--- src/rtl/ysyx_24090018_wbu_pkg.sv ---
// ysyx_24090018_wbu_pkg
//   Shared definitions for the JX500 writeback unit: the WBU halt-FSM state
//   encodings (2 bits) and the common all-zero word.
package ysyx_24090018_wbu_pkg;

    localparam logic [31:0] ysyx_24090018_ZeroWord = 32'h0000_0000;

    typedef enum logic [1:0] {
        WBU_RUN   = 2'd0,
        WBU_DRAIN = 2'd1,
        WBU_HALT  = 2'd2
    } wbu_state_e;

endpackage

--- src/rtl/ysyx_24090018_regfile.sv ---
// ysyx_24090018_regfile
//   Integer register file: 2**ADDR_WIDTH entries, one synchronous write port
//   that never touches x0, and two combinational read ports.
//   Ports:
//     clk, rst            clock, synchronous active-high reset (clears array)
//     i_wen/i_waddr/i_wdata   write port
//     i_raddr1/o_rdata1   read port 1 (index 0 reads as zero)
//     i_raddr2/o_rdata2   read port 2 (index 0 reads as zero)
module ysyx_24090018_regfile
    import ysyx_24090018_wbu_pkg::*;
#(
    parameter int DATA_WIDTH = 32,
    parameter int ADDR_WIDTH = 5
) (
    input  logic                  clk,
    input  logic                  rst,
    input  logic                  i_wen,
    input  logic [ADDR_WIDTH-1:0] i_waddr,
    input  logic [DATA_WIDTH-1:0] i_wdata,
    input  logic [ADDR_WIDTH-1:0] i_raddr1,
    input  logic [ADDR_WIDTH-1:0] i_raddr2,
    output logic [DATA_WIDTH-1:0] o_rdata1,
    output logic [DATA_WIDTH-1:0] o_rdata2
);
    localparam int NREG = 1 << ADDR_WIDTH;

    logic [DATA_WIDTH-1:0] r_regs [NREG];

    always_ff @(posedge clk) begin
        if (rst) begin
            for (int i = 0; i < NREG; i++) begin
                r_regs[i] <= '0;
            end
        end else if (i_wen && (i_waddr != '0)) begin
            r_regs[i_waddr] <= i_wdata;
        end
    end

    assign o_rdata1 = (i_raddr1 == '0) ? '0 : r_regs[i_raddr1];
    assign o_rdata2 = (i_raddr2 == '0) ? '0 : r_regs[i_raddr2];

endmodule

--- src/rtl/ysyx_24090018_wbu.sv ---
// ysyx_24090018_wbu
//   Writeback unit. Accepts executed instructions from the EXU over a
//   valid/ready handshake, stages them for one cycle in wb_q, retires them into
//   the register file, bypasses the staged result to the IDU read ports, and
//   stops the core on ebreak.
//   Ports:
//     clk, rst                 clock, synchronous active-high reset
//     exu_valid_i/exu_ready_o  EXU handshake (ready depends only on state)
//     exu_pc_i, exu_rd_i, exu_wen_i, exu_wdata_i, exu_ebreak_i  instruction
//     raddr1_i/rdata1_o, raddr2_i/rdata2_o   IDU read ports with bypass
//     commit_o, commit_cnt_o   retire pulse and wrapping retire count
//     halt_o, halt_pc_o        sticky halt flag and PC of the halting ebreak
//
//   state | meaning
//   RUN   | accepting one instruction per cycle
//   DRAIN | ebreak accepted and sitting in wb_q; retires on the next edge
//   HALT  | core stopped; no transfers or writes until reset
module ysyx_24090018_wbu
    import ysyx_24090018_wbu_pkg::*;
#(
    parameter int DATA_WIDTH = 32,
    parameter int ADDR_WIDTH = 5
) (
    input  logic                  clk,
    input  logic                  rst,
    input  logic                  exu_valid_i,
    output logic                  exu_ready_o,
    input  logic [DATA_WIDTH-1:0] exu_pc_i,
    input  logic [ADDR_WIDTH-1:0] exu_rd_i,
    input  logic                  exu_wen_i,
    input  logic [DATA_WIDTH-1:0] exu_wdata_i,
    input  logic                  exu_ebreak_i,
    input  logic [ADDR_WIDTH-1:0] raddr1_i,
    input  logic [ADDR_WIDTH-1:0] raddr2_i,
    output logic [DATA_WIDTH-1:0] rdata1_o,
    output logic [DATA_WIDTH-1:0] rdata2_o,
    output logic                  commit_o,
    output logic [31:0]           commit_cnt_o,
    output logic                  halt_o,
    output logic [DATA_WIDTH-1:0] halt_pc_o
);
    wbu_state_e r_state, w_state_nxt;

    logic                  r_wb_valid;
    logic [DATA_WIDTH-1:0] r_wb_pc;
    logic [ADDR_WIDTH-1:0] r_wb_rd;
    logic                  r_wb_wen;
    logic [DATA_WIDTH-1:0] r_wb_wdata;
    logic                  r_wb_ebreak;

    logic [31:0]           r_commit_cnt;
    logic [31:0]           w_commit_cnt_nxt;
    logic [DATA_WIDTH-1:0] r_halt_pc;

    logic                  w_xfer;
    logic                  w_byp1, w_byp2;
    logic [DATA_WIDTH-1:0] w_rf_rdata1, w_rf_rdata2;

    assign exu_ready_o = (r_state == WBU_RUN);
    assign w_xfer      = exu_valid_i && exu_ready_o;

    // Stage register: loaded on a transfer, emptied otherwise.
    always_ff @(posedge clk) begin
        if (rst || !w_xfer) begin
            r_wb_valid  <= 1'b0;
            r_wb_pc     <= '0;
            r_wb_rd     <= '0;
            r_wb_wen    <= 1'b0;
            r_wb_wdata  <= '0;
            r_wb_ebreak <= 1'b0;
        end else begin
            r_wb_valid  <= 1'b1;
            r_wb_pc     <= exu_pc_i;
            r_wb_rd     <= exu_rd_i;
            r_wb_wen    <= exu_wen_i;
            r_wb_wdata  <= exu_wdata_i;
            r_wb_ebreak <= exu_ebreak_i;
        end
    end

    always_ff @(posedge clk) begin
        if (rst) begin
            r_state <= WBU_RUN;
        end else begin
            r_state <= w_state_nxt;
        end
    end

    always_comb begin
        w_state_nxt = r_state;
        unique case (r_state)
            WBU_RUN:   if (w_xfer && exu_ebreak_i) w_state_nxt = WBU_DRAIN;
            WBU_DRAIN: if (r_wb_valid && r_wb_ebreak) w_state_nxt = WBU_HALT;
            WBU_HALT:  w_state_nxt = WBU_HALT;
            default:   w_state_nxt = WBU_RUN;
        endcase
    end

    always_ff @(posedge clk) begin
        if (rst) begin
            r_halt_pc <= '0;
        end else if ((r_state == WBU_DRAIN) && r_wb_valid && r_wb_ebreak) begin
            r_halt_pc <= r_wb_pc;
        end
    end

    // The counter is written every cycle so it always follows its next-value net.
    assign w_commit_cnt_nxt = r_wb_valid ? (r_commit_cnt + 32'd1) : r_commit_cnt;

    always_ff @(posedge clk) begin
        if (rst) begin
            r_commit_cnt <= ysyx_24090018_ZeroWord;
        end else begin
            r_commit_cnt <= w_commit_cnt_nxt;
        end
    end

    ysyx_24090018_regfile #(
        .DATA_WIDTH(DATA_WIDTH),
        .ADDR_WIDTH(ADDR_WIDTH)
    ) u_regfile (
        .clk      (clk),
        .rst      (rst),
        .i_wen    (r_wb_valid && r_wb_wen),
        .i_waddr  (r_wb_rd),
        .i_wdata  (r_wb_wdata),
        .i_raddr1 (raddr1_i),
        .i_raddr2 (raddr2_i),
        .o_rdata1 (w_rf_rdata1),
        .o_rdata2 (w_rf_rdata2)
    );

    // Forward the staged result so a read in the cycle before the array
    // update is never stale; x0 is excluded.
    assign w_byp1 = r_wb_valid && r_wb_wen && (r_wb_rd == raddr1_i) && (raddr1_i != '0);
    assign w_byp2 = r_wb_valid && r_wb_wen && (r_wb_rd == raddr2_i) && (raddr2_i != '0);

    assign rdata1_o = w_byp1 ? r_wb_wdata : w_rf_rdata1;
    assign rdata2_o = w_byp2 ? r_wb_wdata : w_rf_rdata2;

    // A retire in a reset cycle is discarded, so it must not pulse either.
    assign commit_o     = r_wb_valid && !rst;
    assign commit_cnt_o = r_commit_cnt;
    assign halt_o       = (r_state == WBU_HALT);
    assign halt_pc_o    = r_halt_pc;

endmodule
--- config.mk ---
export PLATFORM = sky130hd
export DESIGN_NAME = ysyx_24090018_wbu
export DESIGN_NICKNAME = d
export VERILOG_FILES = /design/src/rtl/ysyx_24090018_wbu_pkg.sv /design/src/rtl/ysyx_24090018_regfile.sv /design/src/rtl/ysyx_24090018_wbu.sv
export SDC_FILE = /design/constraint.sdc
export NUM_CORES = 2
export LEC_CHECK = 0
export ABC_AREA = 0
export CORE_MARGIN = 2
export CORE_UTILIZATION = 36
export DETAILED_ROUTE_END_ITERATION = 10
export MAX_ROUTING_LAYER = met4
export PLACE_DENSITY = 0.57
export SYNTH_ARGS = -nofsm -noshare
export SYNTH_HDL_FRONTEND = slang
export SYNTH_SLANG_ARGS = --single-unit
--- constraint.sdc ---
create_clock -name clk -period 2.6 [get_ports clk]
set_clock_uncertainty 0.05 [all_clocks]
set_input_delay 0.52 -clock clk [delete_from_list [all_inputs] [get_ports clk]]
set_output_delay 0.52 -clock clk [all_outputs]
set_load 0.01 [all_outputs]
After elaboration in Yosys (flattened, before gate mapping). Memories as Yosys holds them, arrays and structs flattened. Index checks and enable logic that the tools add are counted.

Reductions and logical operators: 23. $add $sub $neg: 1. Eq/ne operators: 6. Mux-type cells: 16.

Operator list (count): two-way mux 32 bit (5); adder 32 x 1 -> 32 bit (second input constant) (1); OR reduction 32 bit (1); nonzero test 5 bit (3); logical AND 1 bit (12); equality test 5 bit (2); zero test 5 bit (2); two-way mux 1 bit (7); one-hot mux 2 bit (3 select lines) (1); two-way mux 5 bit (1); two-way mux 2 bit (2); equality test 2 x 1 -> 1 bit (second input constant) (1); equality test 2 bit (second input constant) (1); zero test 1 bit (2); zero test 2 bit (1); != test 2 x 1 -> 1 bit (second input constant) (1); != test 2 bit (second input constant) (1); AND reduction 2 bit (1); logical OR 1 bit (1).

Bits in writable memories: 1024. Input bits: 84. Logic and storage cells: 56. Register bits: 138. Memories: 1.

Memory list: u_regfile.r_regs (depth 32, bits a word 32, read ports 2, clocked after memory_dff 0, write ports 32, line ysyx_24090018_regfile.sv:27) `logic [DATA_WIDTH-1:0] r_regs [NREG];`.

Depth between registers and ports, before layout.
Depth after elaboration: 7. Gate-level depth with buffers: 9. Gate-level depth less buffers: 6.

By module. From an unflattened synthesis, not the netlist that was laid out.

Cells, all modules: 4079. Area total of the unflattened synthesis: 59784.8 µm².

By module, submodules not included: ysyx_24090018_regfile (area each 54253.3 µm², seq. area each 30749.5 µm², instances 1, cells an instance 3502); ysyx_24090018_wbu (area each 5531.6 µm², seq. area each 2762.6 µm², instances 1, cells an instance 577).

Least setup slack after synthesis. OpenSTA, ideal clock, no wires.

Path type: input to output. From: input raddr1_i[0]. To: output rdata1_o[12]. Path buffers: 3. Cell stages on the path: 7. Arrival: 2306 ps. Path slack: -276 ps. Data required time: 2030 ps. Cells stage by stage: buf_2 -> buf_2 -> buf_2 -> mux4_2 -> a22oi_1 -> a21oi_1 -> a221o_1.

Longest elaborated chain between the ends: 4. Elaborated cells on any way between the ends: 8.

Ends and longest elaborated chain: start: declaration (line ysyx_24090018_wbu.sv:33) `input logic [ADDR_WIDTH-1:0] raddr1_i,`; parallel branches: the longest is 3 deep, another holds memory read (32 x 32 bit); two-way mux 32 bit (*) (line ysyx_24090018_wbu.sv:138) `assign rdata1_o = w_byp1 ? r_wb_wdata : w_rf_rdata1;`; end: declaration (line ysyx_24090018_wbu.sv:35) `output logic [DATA_WIDTH-1:0] rdata1_o,`.

Mark *: on every way between the ends.

Final worst setup path.
From: register r_wb_rd[3]. To: output rdata1_o[27].

Longest elaborated chain between the ends: 4.

Ends and longest elaborated chain: start: declaration (line ysyx_24090018_wbu.sv:46) `logic [ADDR_WIDTH-1:0] r_wb_rd;`; start signal: assignment (line ysyx_24090018_wbu.sv:74) `r_wb_rd <= exu_rd_i;`; equality test 5 bit (line ysyx_24090018_wbu.sv:135) `assign w_byp1 = r_wb_valid && r_wb_wen && (r_wb_rd == raddr1_i) && (raddr1_i != '0);`; logical AND 1 bit (2 in a row) (line ysyx_24090018_wbu.sv:135); two-way mux 32 bit (line ysyx_24090018_wbu.sv:138).

No other way between the ends.

==> metrics.yaml <==
synthToLayoutAreaGrowth_pct: 25.3
start_kind: "flop"
syn_inst: 4116
layout-drive-gt1-share: 0.334
cts_tree: "yes"
clockRootBuffer: "clkbuf_16"
hold-path-endpoint: "halt_pc_o[3]"
worst_slack_ns: -1.07
synth_compound_area_frac: 0.0412
clock.fmax_mhz: 272
r2r_cells: 8
grt_use_total: 0.250
synthAdderAreaFrac: 0.000839
synth.cell_area_um2: 59700
regToRegSetupSlack_ns: 0.26
via_per_inst: 5.61
ys_types: 59
synth_flop_cell: "edfxtp_1"
die_w_um: 411
die-area_um2: 169000
cts_hold_buf: 0
h-tree-depth: 4
numCtsBuffers: 134
grt_pass1_vias: 39900
muxShareOfSynthArea: 0.215
routed_wl_um: 206000
antenna_found_initial: 7
cap_violations: 0
synth_warnings: 0
slowest_stage: "or4_4"
tns_ns: -55.60
rsz0062_at_grt: "true"
min_path_type: "in2reg"
tightest_slew_ns: 0.827
cp-end-kind: "primary output"
syn_avg_cell_area_um2: 14.5
synthSimpleGateAreaFrac: 0.144
failed_checks: "negative setup slack"
holdWs_ns: 0.235
path_delay_family: "compound AO/OA/AOI/OAI gates"
fin_crit_sh: 1.41
drv_slew: 0
power_density_nw_per_um2: 626
arrival_ns: 3.10
ir_drop_mv: 0.706
placed_cells: 6729
ys_seq_area_frac: 0.562
layout.nets: 4804
vias: 39400
ant_nets: 0
place.gp.congestion: 0.960
cp_num_buf_inv: 4
drc: 0
min-delay-start: "rst"
slew_headroom: 0.445
start_util: 0.362
dr.pass1.iters: 6
synth_edf_count: 1024
synth_top_family_by_area: "multiplexers"
drt-initial-drc-count: 4375
r2r_start: "r_wb_rd[0]"
hold_viol: 0
status: "complete, but fails checks"
cp_num_cells: 9
yosysTopAreaCellShare: 0.515
rr_endpoint: "u_regfile.r_regs[28][19]"
cp_cell_sequence: "xor2_1 -> or4_4 -> o21ai_4 -> buf_12 -> buf_12 -> buf_6 -> a211oi_2 -> a221o_2 -> buf_6"
portBuffers: 214
grt_pass1_wl_um: 293000
p_leak_uw: 0.0278
synth-xor-area-share: 0.00528
path_max_fanout: 7
setup_violations: 64
dp_hpwl_um: 141000
synth.ff_latch_count: 1162
clk-insertion-delay-late_ns: 0.78
num_rows: 149
ys_async_sr_fraction: 0
die_height_um: 411
clk_path_buf_depth: 3
synth_largest_area_cell: "edfxtp_1"
period_minus_slack_ns: 3.67
fin_cells: 7016
synth_area_leaders: "edfxtp_1, mux4_2, and2_1"
core_area_um2: 165000
cts.sinks: 1162
crit_type: "reg2out"
wl_per_cell_um: 29.3
cp_data_required_time_ns: 2.03
placed_area_um2: 69200
path_clk_slew_ns: 0.06
design_area_um2: 74800
grt_max_degree: 69
hold_depth: 3
finalPower_uw: 46800
max_stage_delay_ns: 0.55
gr-total-overflow: 0
io_pins: 215
placed cells by master (no fill, tap or decap), types with 14 or more instances in the layout:
cell	synthesis	layout
a211oi_1	25	15
a21oi_1	87	73
a221o_1	33	24
a221oi_1	15	14
a22o_1	32	32
a22oi_1	35	35
and2_1	1066	1065
buf_12	0	131
buf_2	100	35
buf_4	12	480
buf_6	13	48
bufinv_16	0	20
clkbuf_1	266	25
clkbuf_16	0	138
clkdlybuf4s50_1	0	138
clkinv_1	0	22
clkinv_2	0	15
conb_1	1	32
dfxtp_1	138	132
edfxtp_1	1024	1024
mux2_2	25	25
mux2i_1	164	164
mux4_2	483	483
nand2_1	142	112
nand2_4	0	24
nand3_1	41	41
nor2_1	78	46
nor2_4	0	30
nor2b_1	31	28
nor3_1	18	16
o21ai_2	1	16
o21ai_4	0	15
o22a_1	29	29
o22ai_1	17	17
or2_2	33	33
xnor2_1	24	24
report_power, final:
part	leakage (uW)	internal [uW]	switching, uW
logic	0.0140	2700	3050
clock network	0.00220	11800	8050
registers	0.0117	20900	393
cell type report:
| cell class | count | area, um2 |
|---|---|---|
| tap | 2189 | 2740 |
| sequential | 1162 | 33500 |
| fill | 14500 | 90000 |
| timing repair buffer | 850 | 8560 |
| inverter | 10 | 37.5 |
| antenna | 3 | 7.51 |
| clock buffer | 164 | 3560 |
| multi-input combinational | 2558 | 25400 |
| clock inverter | 80 | 972 |
repair_timing:
action / in CTS / in global routing
resized for setup: 403 / 85
pin swaps: 18 / 19
gates cloned: 6 / 0
hold endpoints to repair: 0 / 0
endpoints found under the setup margin: 66 / 64
setup buffers: 29 / 16
worst register-to-register path: cells and delay by family, from the launching register on:
| family | cells | cell delay (ns) |
|---|---|---|
| flops | 1 | 0.37 |
| simple gates | 4 | 0.78 |
| buf+inv | 4 | 0.78 |
Yosys cell counts, types with 2 or more instances:
cell type  instances
mux2_1             3
o221ai_1           3
clkbuf_1         266
mux2i_1          164
xnor2_1           24
xor2_1            12
o21ai_1           33
o22ai_1           17
a211oi_1          25
a221oi_2           4
nor2b_1           31
edfxtp_1        1024
a21oi_1           87
and4_1             5
buf_1             27
or2_2             33
and2_1          1066
o211a_1            3
o21ai_0           12
nor3b_1            7
a211o_1            3
or3b_2             2
a221o_1           33
nor2_1            78
o22a_1            29
a2111oi_0          8
buf_4             12
nand2b_1           7
a22oi_1           35
nor4_1            11
a22o_1            32
dfxtp_1          138
mux2_2            25
nand2_1          142
nand4_1            4
buf_2            100
nand3_1           41
inv_1             10
nand3b_1           4
a221oi_1          15
mux4_2           483
nor3_1            18
ha_1               4
or3_1              9
buf_6             13
sequential cells by signal, summed over array words and instances, names as in the netlist:
register / count
commit_cnt_o: 32
halt_pc_o: 32
r_state: 2
r_wb_ebreak: 1
r_wb_pc: 32
r_wb_rd: 5
r_wb_valid: 1
r_wb_wdata: 32
r_wb_wen: 1
u_regfile.r_regs: 1024
logic make-up (layout without fill, tap and decap cells):
kind of cell / after synthesis / in the layout
fa+ha+maj: 4 / 4
mux: 675 / 675
xor+xnor: 36 / 36
other cells: 1 / 35
compound gates: 343 / 344
flops: 1162 / 1162
simple gates: 1467 / 1467
buf+inv: 428 / 1104
metrics by stage:
step	util	worst slack (ns)
after floorplan	-	-0.0567
after global placement	0.420	-1.63
after detailed placement	0.420	-1.63
after CTS	0.451	-1.14
after global routing	0.454	-1.12
final	0.454	-1.07
routing by layer:
metal / track usage / part of all wire / wire length [um] / up-vias
met5: - / 0 / 0 / -
met2: 0.384 / 0.47 / 96500 / 1731
met4: 0.0916 / 0.039 / 8080 / 0
met3: 0.0497 / 0.080 / 16400 / 386
met1: 0.329 / 0.41 / 84700 / 20500
li1: - / - / - / 16800
worst max path at each step:
| stage | from | slack (ns) | end |
|---|---|---|---|
| after floorplan | raddr1_i[0] | -0.06 | rdata1_o[0] |
| after global placement | raddr2_i[4] | -1.63 | rdata2_o[10] |
| after detailed placement | raddr2_i[4] | -1.63 | rdata2_o[10] |
| after CTS | r_wb_rd[2] | -1.14 | rdata1_o[27] |
| after global routing | r_wb_rd[3] | -1.12 | rdata1_o[27] |
| final | r_wb_rd[3] | -1.07 | rdata1_o[27] |
Note: power is estimated with default switching activity, not from simulation.
